[src/rtl/tx_lane_gearbox_pkg.sv]
// Shared constants and types for the per-lane 64b/66b TX path.
package tx_lane_gearbox_pkg;

    localparam int ENCODED_DATA_SIZE = 66;
    localparam int TX_WIDTH          = 64;

    localparam logic [1:0]  SYNC_DATA    = 2'b01;
    localparam logic [1:0]  SYNC_CTRL    = 2'b10;
    localparam logic [63:0] IDLE_PAYLOAD = 64'h1E00_0000_0000_0000;

    localparam int SCR_LEN = 58;
    localparam int SCR_TAP = 39;

    localparam logic [5:0] GB_PAUSE_SEQ = 6'd32;

    typedef struct packed {
        logic [1:0]  header;
        logic [63:0] payload;
    } enc_block_t;

    // Mask of the n least-significant bits; n = 0 gives an empty mask.
    function automatic logic [63:0] low_mask(input logic [6:0] n);
        return (64'd1 << n) - 64'd1;
    endfunction

endpackage

[src/rtl/tx_scrambler_58.sv]
// Combinational x^58+x^39+1 self-synchronous scrambler over one 64-bit payload.
module tx_scrambler_58
    import tx_lane_gearbox_pkg::*;
(
    input  logic [SCR_LEN-1:0] state_in,
    input  logic [63:0]        payload_in,
    output logic [63:0]        payload_out,
    output logic [SCR_LEN-1:0] state_out
);

    // hist[k] is scrambled bit S[k-58]: state_in fills the oldest 58 slots,
    // so each new bit reads its taps from already-computed positions.
    always_comb begin
        logic [SCR_LEN+63:0] hist;
        hist = '0;
        hist[SCR_LEN-1:0] = state_in;
        for (int unsigned i = 0; i < 64; i++) begin
            hist[i+SCR_LEN] = payload_in[i] ^ hist[i+SCR_LEN-SCR_TAP] ^ hist[i];
        end
        payload_out = hist[SCR_LEN+63:SCR_LEN];
        state_out   = hist[SCR_LEN+63:64];
    end

endmodule

[src/rtl/tx_lane_gearbox.sv]
// Per-lane TX stage: scrambles 66-bit blocks and packs them into 64-bit words (32 blocks -> 33 words).
module tx_lane_gearbox
    import tx_lane_gearbox_pkg::*;
#(
    parameter int          TX_WIDTH     = tx_lane_gearbox_pkg::TX_WIDTH,
    parameter bit          SCRAMBLE_EN  = 1'b1,
    parameter logic [63:0] IDLE_PAYLOAD = tx_lane_gearbox_pkg::IDLE_PAYLOAD
) (
    input  logic                         clk,
    input  logic                         rst,
    input  logic                         enable,
    input  logic                         blk_valid,
    input  logic [ENCODED_DATA_SIZE-1:0] blk_data,
    output logic                         blk_ready,
    output logic [TX_WIDTH-1:0]          tx_data,
    output logic                         tx_valid,
    output logic [5:0]                   tx_seq,
    output logic                         underrun
);

    logic [6:0]         fill;
    logic [63:0]        leftover;
    logic [SCR_LEN-1:0] scr_state;

    enc_block_t         src_blk;
    logic [63:0]        scr_payload;
    logic [SCR_LEN-1:0] scr_next;
    logic [65:0]        stream66;
    logic [127:0]       gear_word;
    logic               accept;

    assign accept    = enable && (tx_seq != GB_PAUSE_SEQ);
    assign blk_ready = accept;

    always_comb begin
        src_blk = blk_data;
        if (!blk_valid) begin
            src_blk.header  = SYNC_CTRL;
            src_blk.payload = IDLE_PAYLOAD;
        end
    end

    tx_scrambler_58 u_scrambler (
        .state_in    (scr_state),
        .payload_in  (src_blk.payload),
        .payload_out (scr_payload),
        .state_out   (scr_next)
    );

    // New block sits above the f valid leftover bits; anything beyond bit 63
    // becomes the next leftover.
    always_comb begin
        stream66  = {(SCRAMBLE_EN ? scr_payload : src_blk.payload), src_blk.header};
        gear_word = (128'(stream66) << fill) | 128'(leftover & low_mask(fill));
    end

    always_ff @(posedge clk or posedge rst) begin
        if (rst) begin
            tx_data   <= '0;
            tx_valid  <= 1'b0;
            tx_seq    <= '0;
            underrun  <= 1'b0;
            fill      <= '0;
            leftover  <= '0;
            scr_state <= '1;
        end else begin
            tx_valid <= enable;
            underrun <= 1'b0;
            if (accept) begin
                tx_data  <= gear_word[63:0];
                leftover <= gear_word[127:64];
                fill     <= fill + 7'd2;
                tx_seq   <= tx_seq + 6'd1;
                underrun <= !blk_valid;
                if (SCRAMBLE_EN) begin
                    scr_state <= scr_next;
                end
            end else if (enable) begin
                tx_data <= leftover;
                fill    <= '0;
                tx_seq  <= '0;
            end
        end
    end

endmodule

[config.mk]
export PLATFORM = sky130hd
export DESIGN_NAME = tx_lane_gearbox
export DESIGN_NICKNAME = d
export VERILOG_FILES = /design/src/rtl/tx_lane_gearbox_pkg.sv /design/src/rtl/tx_scrambler_58.sv /design/src/rtl/tx_lane_gearbox.sv
export SDC_FILE = /design/constraint.sdc
export NUM_CORES = 1
export LEC_CHECK = 0
export ABC_AREA = 1
export CAP_MARGIN = 20
export CORE_UTILIZATION = 54
export CTS_BUF_LIST = sky130_fd_sc_hd__clkbuf_8
export CTS_CLUSTER_SIZE = 28
export DETAILED_ROUTE_END_ITERATION = 6
export DONT_BUFFER_PORTS = 1
export HOLD_SLACK_MARGIN = 0.1
export PLACE_DENSITY = 0.74
export SYNTH_ARGS = -nofsm -noshare
export SYNTH_HDL_FRONTEND = slang
export SYNTH_SLANG_ARGS = --single-unit
[constraint.sdc]
create_clock -name clk -period 16.6 [get_ports clk]
set_clock_uncertainty 0.2 [all_clocks]
set_input_delay 4.98 -clock clk [delete_from_list [all_inputs] [get_ports clk]]
set_output_delay 4.98 -clock clk [all_outputs]
set_load 0.005 [all_outputs]
# Word-level counts from Yosys, hierarchy flattened
# Cells that the tools add are included.
dict set report totals {
  ff_bits 201
  input_bits 70
  output_inout_bits 73
  word_cells 154
}
dict set report classes {
  n_eq_ne 1
  muxes 8
  add_sub_neg 3
  n_reduce_logical 3
  n_shift 2
  n_bitwise 130
}
# op n
set ops {}
lappend ops {{two-way mux 64 bit} 2}
lappend ops {{OR 128 x 64 -> 128 bit} 1}
lappend ops {{left shift 66 x 7 -> 128 bit} 1}
lappend ops {{bitwise XOR 1 bit} 128}
lappend ops {{two-way mux 66 bit} 1}
lappend ops {{bitwise AND 64 bit} 1}
lappend ops {{left shift 1 x 7 -> 64 bit, first input constant} 1}
lappend ops {{subtractor 64 x 1 -> 64 bit, second input constant} 1}
lappend ops {{two-way mux 7 bit} 2}
lappend ops {{two-way mux 6 bit} 2}
lappend ops {{adder 7 x 2 -> 7 bit, second input constant} 1}
lappend ops {{adder 6 x 1 -> 6 bit, second input constant} 1}
lappend ops {{!= test 6 bit, second input constant} 1}
lappend ops {{nonzero test 2 bit} 1}
lappend ops {{logical AND 1 bit} 1}
lappend ops {{logical NOT 1 bit} 1}
lappend ops {{two-way mux 1 bit} 1}

# Longest topological paths before layout
# Gate-level depths: netlist (run 1).
dict set report depth {
  word_depth 8
  ltp_mapped 21
  mapped_depth_nobuf 19
}

# By module
# From an unflattened synthesis (run 1), not the netlist that was laid out.
dict set report hier_totals {
  cells_unflattened 2866
  area_unflattened_um2 17639.4
}
# module cells_per_inst instances seq_area_each_um2 area_each_um2
set modules_own_cells {}
lappend modules_own_cells {tx_lane_gearbox 2471 1 5077.4 15428.5}
lappend modules_own_cells {tx_scrambler_58 395 1 0.0 2210.9}

# Worst setup path after synthesis (run 1)
# No wires, ideal clock.
dict set report synth_timing {
  path_kind {input-to-output}
  start {in enable}
  end {out blk_ready}
  path_buffers 3
  arrival_ps 5866
  path_stages 5
  path_slack_ps 5554
  path_cell_list {inv_1 > nor2_1 > clkbuf_1 > clkbuf_1 > buf_2}
}
dict set report synth_between {
  elab_chain_cells 1
}
# item line
set synth_lines {}
lappend synth_lines {{from (decl)} tx_lane_gearbox.sv:11} ;# input logic enable,
lappend synth_lines {{logical AND 1 bit} tx_lane_gearbox.sv:32} ;# assign accept = enable && (tx_seq != GB_PAUSE_SEQ);
lappend synth_lines {{to (decl)} tx_lane_gearbox.sv:14} ;# output logic blk_ready,
# No other way between the ends.

# Final worst setup path (run 1)
# Same ends and word-level chain as after synthesis.

==> results.cfg, run 1 <==
[logic_synthesis]
synthMuxAreaShare = 0
syn_nets = 2789
syn_area_per_cell_um2 = 6.18
yosysUniqueCellTypes = 48
synth_edf_count = 0
yosys.area.top_type = dfrtp_1
netlist_instances = 2711
synth_xor_area_frac = 0.0267
synthTopCellsByArea = dfrtp_1 (21%), nand2_1 (19%), nand3_1 (18%)
ys.flop_type = dfrtp_1
synth_compound_area_frac = 0.109
ys_ff_latch = 200
synth_simple_gate_area_frac = 0.467
yosysSeqAreaShare = 0.303
synthAdderAreaFrac = 0.00598
synth_top_family_by_area = simple AND/OR/NAND/NOR gates
netlist_area_um2 = 16700
async_reset_ff_frac = 1.00
yosysWarningCount = 0
synth.top_cell.area_share = 0.212

[routing]
dr.first_iter.drc_count = 3358
antenna_left = 0
avgViaCountPerCell = 6.39
vias = 19143
drc = 6
detail_route.first_pass.iterations = 7
wl_um = 68700
wire_per_inst_um = 22.9

[sta]
relSlewSlack = 0.295
hold_viol_final = 0
fmax_mhz = 92.2
rsz0062_at_grt = false
maxSlewViolCount = 0
tightest_slew_ns = 1.06
finalWorstSetupSlack_ns = 5.75
fin_crit_sh = 0.654
fin_setup_tns_ns = 0
period_needed_ns = 10.85
setup_violations = 0

[cts]
post-cts-setup-buffers = 0
cts_buffers = 17
cts-resized-gates = 0
htree_levels = 4
clk_pin_slew_ns = 0.11
cts_tree = built
clock_sinks = 200
hold_buffers = 0
clock_latency_ns = 0.54
clockBufferDepth = 2
clockRootBuffer = clkbuf_8

[die]
core_region_area_um2 = 30500
die-height_um = 178
initial_core_util = 0.549
die_x_um = 178
io_pins = 143
die_area_um2 = 31700
core.rowCount = 64

[global_routing]
grt_pass1_vias = 17503
track_usage = 0.440
grt-ovfl-total = 0
grt_pass1_wl_um = 104000
grt_max_degree = 95
antenna_found_initial = 0

[placement]
place_congestion = 1.09
dp_hpwl_um = 50300
io_buffer_count = 0
pre_cts_slack_ns = 5.80

[worst_setup_path]
crit_required_ns = 11.42
start_kind = input pin
crit_fanout = 94
critPathArrivalTime_ns = 5.67
critPathKind = in -> out
end_kind = output pin

[cells_and_area]
mostFrequentLayoutCell = nand2_1
fin_nets = 2666
fin_util = 0.561
layout_common_cells = nand2_1 (835), nand3_1 (607), nor2_1 (187)
drive_gt1_frac = 0.0742
areaGrowthSynthToFinish_pct = 2.26

[power]
pwr_density_cell_nw_per_um2 = 251
ir_worst_vdd_mv = 0.136
leakage_uw = 0.00847
power_uw = 4300

[status]
failed_checks = design-rule violations
outcome = finished, violations left

[flow_run]
drv_cap = 0

[hold_path]
worstHoldPathType = reg -> reg
==> synthesized netlist by cell type (2+ instances only) <==
cell,count
nand2_1,835
o32ai_1,3
inv_1,181
xor2_1,35
dfstp_2,58
o211ai_1,30
o21ai_1,22
nor3_2,5
nor2_1,189
xnor2_1,16
dfrtp_1,142
clkbuf_1,76
nand4_1,37
a31oi_1,47
o21ai_0,116
nand3_2,3
inv_2,14
buf_2,30
nor3_1,16
a41oi_1,2
or2_2,14
nor2_4,10
nand3b_1,14
or2_1,5
nand3_1,607
buf_4,5
nand2_4,2
buf_1,45
buf_6,9
o22ai_1,5
and2_1,3
nor2_2,11
ha_1,8
nand2_2,5
a21oi_1,98
==> sequential cells by signal, summed over array words and instances, names as in the netlist <==
register / cells
scr_state: 58
underrun: 1
tx_valid: 1
leftover: 64
tx_data: 64
fill: 6
tx_seq: 6
==> stage by stage <==
stage / hold WS, ns / std cells / instance area, um^2
floorplan: 0.243 / 2711 / 16700
global placement: 0.258 / 2965 / 16700
detailed placement: 0.266 / 2965 / 16700
CTS: 0.295 / 2997 / 17100
global route: 0.321 / 2997 / 17100
finish: 0.298 / 2998 / 17100
==> critical path, cell delays in order <==
cell    delay [ns]
inv_1         0.06
buf_4         0.50
nor2_4        0.09
==> path summary, 6_finish.rpt <==
| path | startpoint | slack [ns] | to | cells after the start |
|---|---|---|---|---|
| min in group asynchronous | rst | 4.17 | tx_seq[0] | 1 |
| hold reg to reg | leftover[41] | 0.30 | leftover[41] | 2 |
| hold / removal | leftover[41] | 0.30 | leftover[41] | 2 |
| max in group asynchronous | rst | 10.66 | fill[2] | 2 |
| setup / recovery | enable | 5.75 | blk_ready | 3 |
| setup reg to reg | tx_seq[0] | 12.41 | tx_data[7] | 13 |
==> layout make-up <==
class / instances / area, um^2
flip-flops and latches: 200 / 5080
fillers: 3104 / 13400
well taps: 396 / 495
clock inverters: 15 / 180
clock buffers: 17 / 234
inverters: 195 / 739
repair buffers: 23 / 173
multi-input cells: 2151 / 10200
diodes: 1 / 2.50
==> cells by family (layout without fill, tap and decap cells) <==
group | after synthesis | count (layout)
compound gates | 329 | 329
xor+xnor | 51 | 51
fa+ha+maj | 8 | 8
buf+inv | 360 | 250
flops | 200 | 200
other cells | 1 | 2
simple gates | 1762 | 1762
==> power breakdown <==
group	internal (uW)	leakage, uW	switching [uW]
Clock	128	0.000201	217
Combinational	805	0.00595	2160
Sequential	765	0.00233	227
Total	1700	0.00847	2600
==> routing by layer <==
| metal | vias up | global-route usage | share of wire |
|---|---|---|---|
| li1 | 8771 | - | - |
| met1 | 8909 | 0.579 | 0.40 |
| met2 | 1229 | 0.672 | 0.43 |
| met3 | 234 | 0.105 | 0.11 |
| met4 | 0 | 0.220 | 0.055 |
| met5 | - | 0 | 0 |
Note: power is estimated with default switching activity, not from simulation.
==> run 2, diff against run 1 <==
Settings changed: PLACE_DENSITY 0.74 to 0.77.
Clock period 16.6 ns to 8.76 ns, I/O delays scaled along.
==> run 2 against run 1 <==
Effect of this change: the flow still finishes with violations (design-rule violations); count of clock-buffer cells in the layout did not move; flip-flop and latch count did not move; via count rose by 0.54%; non-clock buffer count fell by 2; routed wire length rose by 2.2%; setup slack got worse by 3.3 ns; power rose by 92%; worst hold slack got worse by 0.0039 ns; final cell count fell by 0.10%; die area did not move; utilization rose by 0.16 points.
==> results.cfg, run 2 (synthesis gave the netlist of run 1 again) <==
[status]
outcome = finished, violations left
failed_checks = design-rule violations

[global_routing]
grt_pass1_vias = 17747
track_usage = 0.451
antenna_found_initial = 0
grt-ovfl-total = 0
grt_max_degree = 190
grt_pass1_wl_um = 106000

[die]
io_pins = 143
core_region_area_um2 = 30500
die_x_um = 178
initial_core_util = 0.549
die-height_um = 178
core.rowCount = 64
die_area_um2 = 31700

[sta]
setup_violations = 0
rsz0062_at_grt = false
maxSlewViolCount = 0
fin_crit_sh = 0.717
fmax_mhz = 159
hold_viol_final = 0
period_needed_ns = 6.28
fin_setup_tns_ns = 0
holdWs_ns = 0.294
relSlewSlack = 0.221
tightest_slew_ns = 1.17

[worst_setup_path]
cp_cell_sequence = clkinv_1, nor2_4
critPathArrivalTime_ns = 3.46
crit_required_ns = 5.93
critPathKind = in -> out
cp_num_buf_inv = 1
crit_fanout = 94
max_stage_delay_ns = 0.67
crit_family = simple AND/OR/NAND/NOR gates
start_kind = input pin
end_kind = output pin
cp_slowest_cell = nor2_4

[routing]
wire_per_inst_um = 23.4
vias = 19246
dr.first_iter.drc_count = 2986
antenna_left = 0
avgViaCountPerCell = 6.43
wl_um = 70200
detail_route.first_pass.iterations = 7
drc = 6

[cts]
htree_levels = 4
cts-resized-gates = 0
cts_buffers = 17
clockBufferDepth = 2
post-cts-setup-buffers = 0
clk_pin_slew_ns = 0.13
clock_latency_ns = 0.57
cts_tree = built
hold_buffers = 0
clockRootBuffer = clkbuf_8
clock_sinks = 200

[cells_and_area]
mostFrequentLayoutCell = nand2_1
fin_util = 0.563
reg_top3 = leftover (64), tx_data (64), scr_state (58)
drive_gt1_frac = 0.0735
layout_common_cells = nand2_1 (835), nand3_1 (607), nor2_1 (187)
areaGrowthSynthToFinish_pct = 2.55
antenna_cells_inserted = 0
fin_nets = 2664

[placement]
dp_hpwl_um = 50800
io_buffer_count = 0
place_congestion = 1.02

[power]
ir_worst_vdd_mv = 0.234
leakage_uw = 0.00849
pwr_density_cell_nw_per_um2 = 480

[hold_path]
worstHoldPathType = reg -> reg

[flow_run]
drv_cap = 0
-- run 2: cell count changes in the layout (fill, tap and decap cells not counted), sizes merged --
cell      before  now
buf           23   21
bufinv         1    2
clkinv         4    5
clkinvlp       3    1
diode          1    0
-- run 2: path summary, 6_finish.rpt --
path / from / to / slack, ns / cells after the start
max in group asynchronous: rst / fill[2] / 5.25 / 2
min reg2reg: leftover[33] / leftover[33] / 0.29 / 2
min: leftover[33] / leftover[33] / 0.29 / 2
max reg2reg: fill[6] / tx_data[50] / 4.03 / 14
min in group asynchronous: rst / leftover[18] / 1.82 / 1
max: enable / blk_ready / 2.48 / 2
-- run 2: per-stage QoR --
step	area (um^2)	total power (uW)	cells	setup slack [ns]
3_5_place_dp	16700	7260	2963	2.55
6_report	17200	8240	2995	2.48
3_3_place_gp	16700	7180	2963	2.55
4_1_cts	17200	7980	2995	2.54
5_1_grt	17200	8790	2995	2.48
2_1_floorplan	16700	5540	2711	0.574
-- run 2: area by class of cell --
type	count	area [um^2]
repair buffers	21	170
clock inverters	15	233
multi-input cells	2151	10200
fillers	3131	13300
flip-flops and latches	200	5080
clock buffers	17	234
well taps	396	495
inverters	195	739
-- run 2: report_power, final --
group	leakage (uW)	switching (uW)	total (uW)	internal, uW
logic	0.00594	4120	5640	1520
registers	0.00233	426	1870	1450
clock network	0.000227	443	723	281
-- run 2: metal layers --
metal  share of wire  vias up  global-route usage
met5               0        -                   0
met4           0.059        0               0.246
met3            0.12      217               0.103
met2            0.43     1235               0.686
met1            0.39     9046               0.591
li1                -     8748                   -
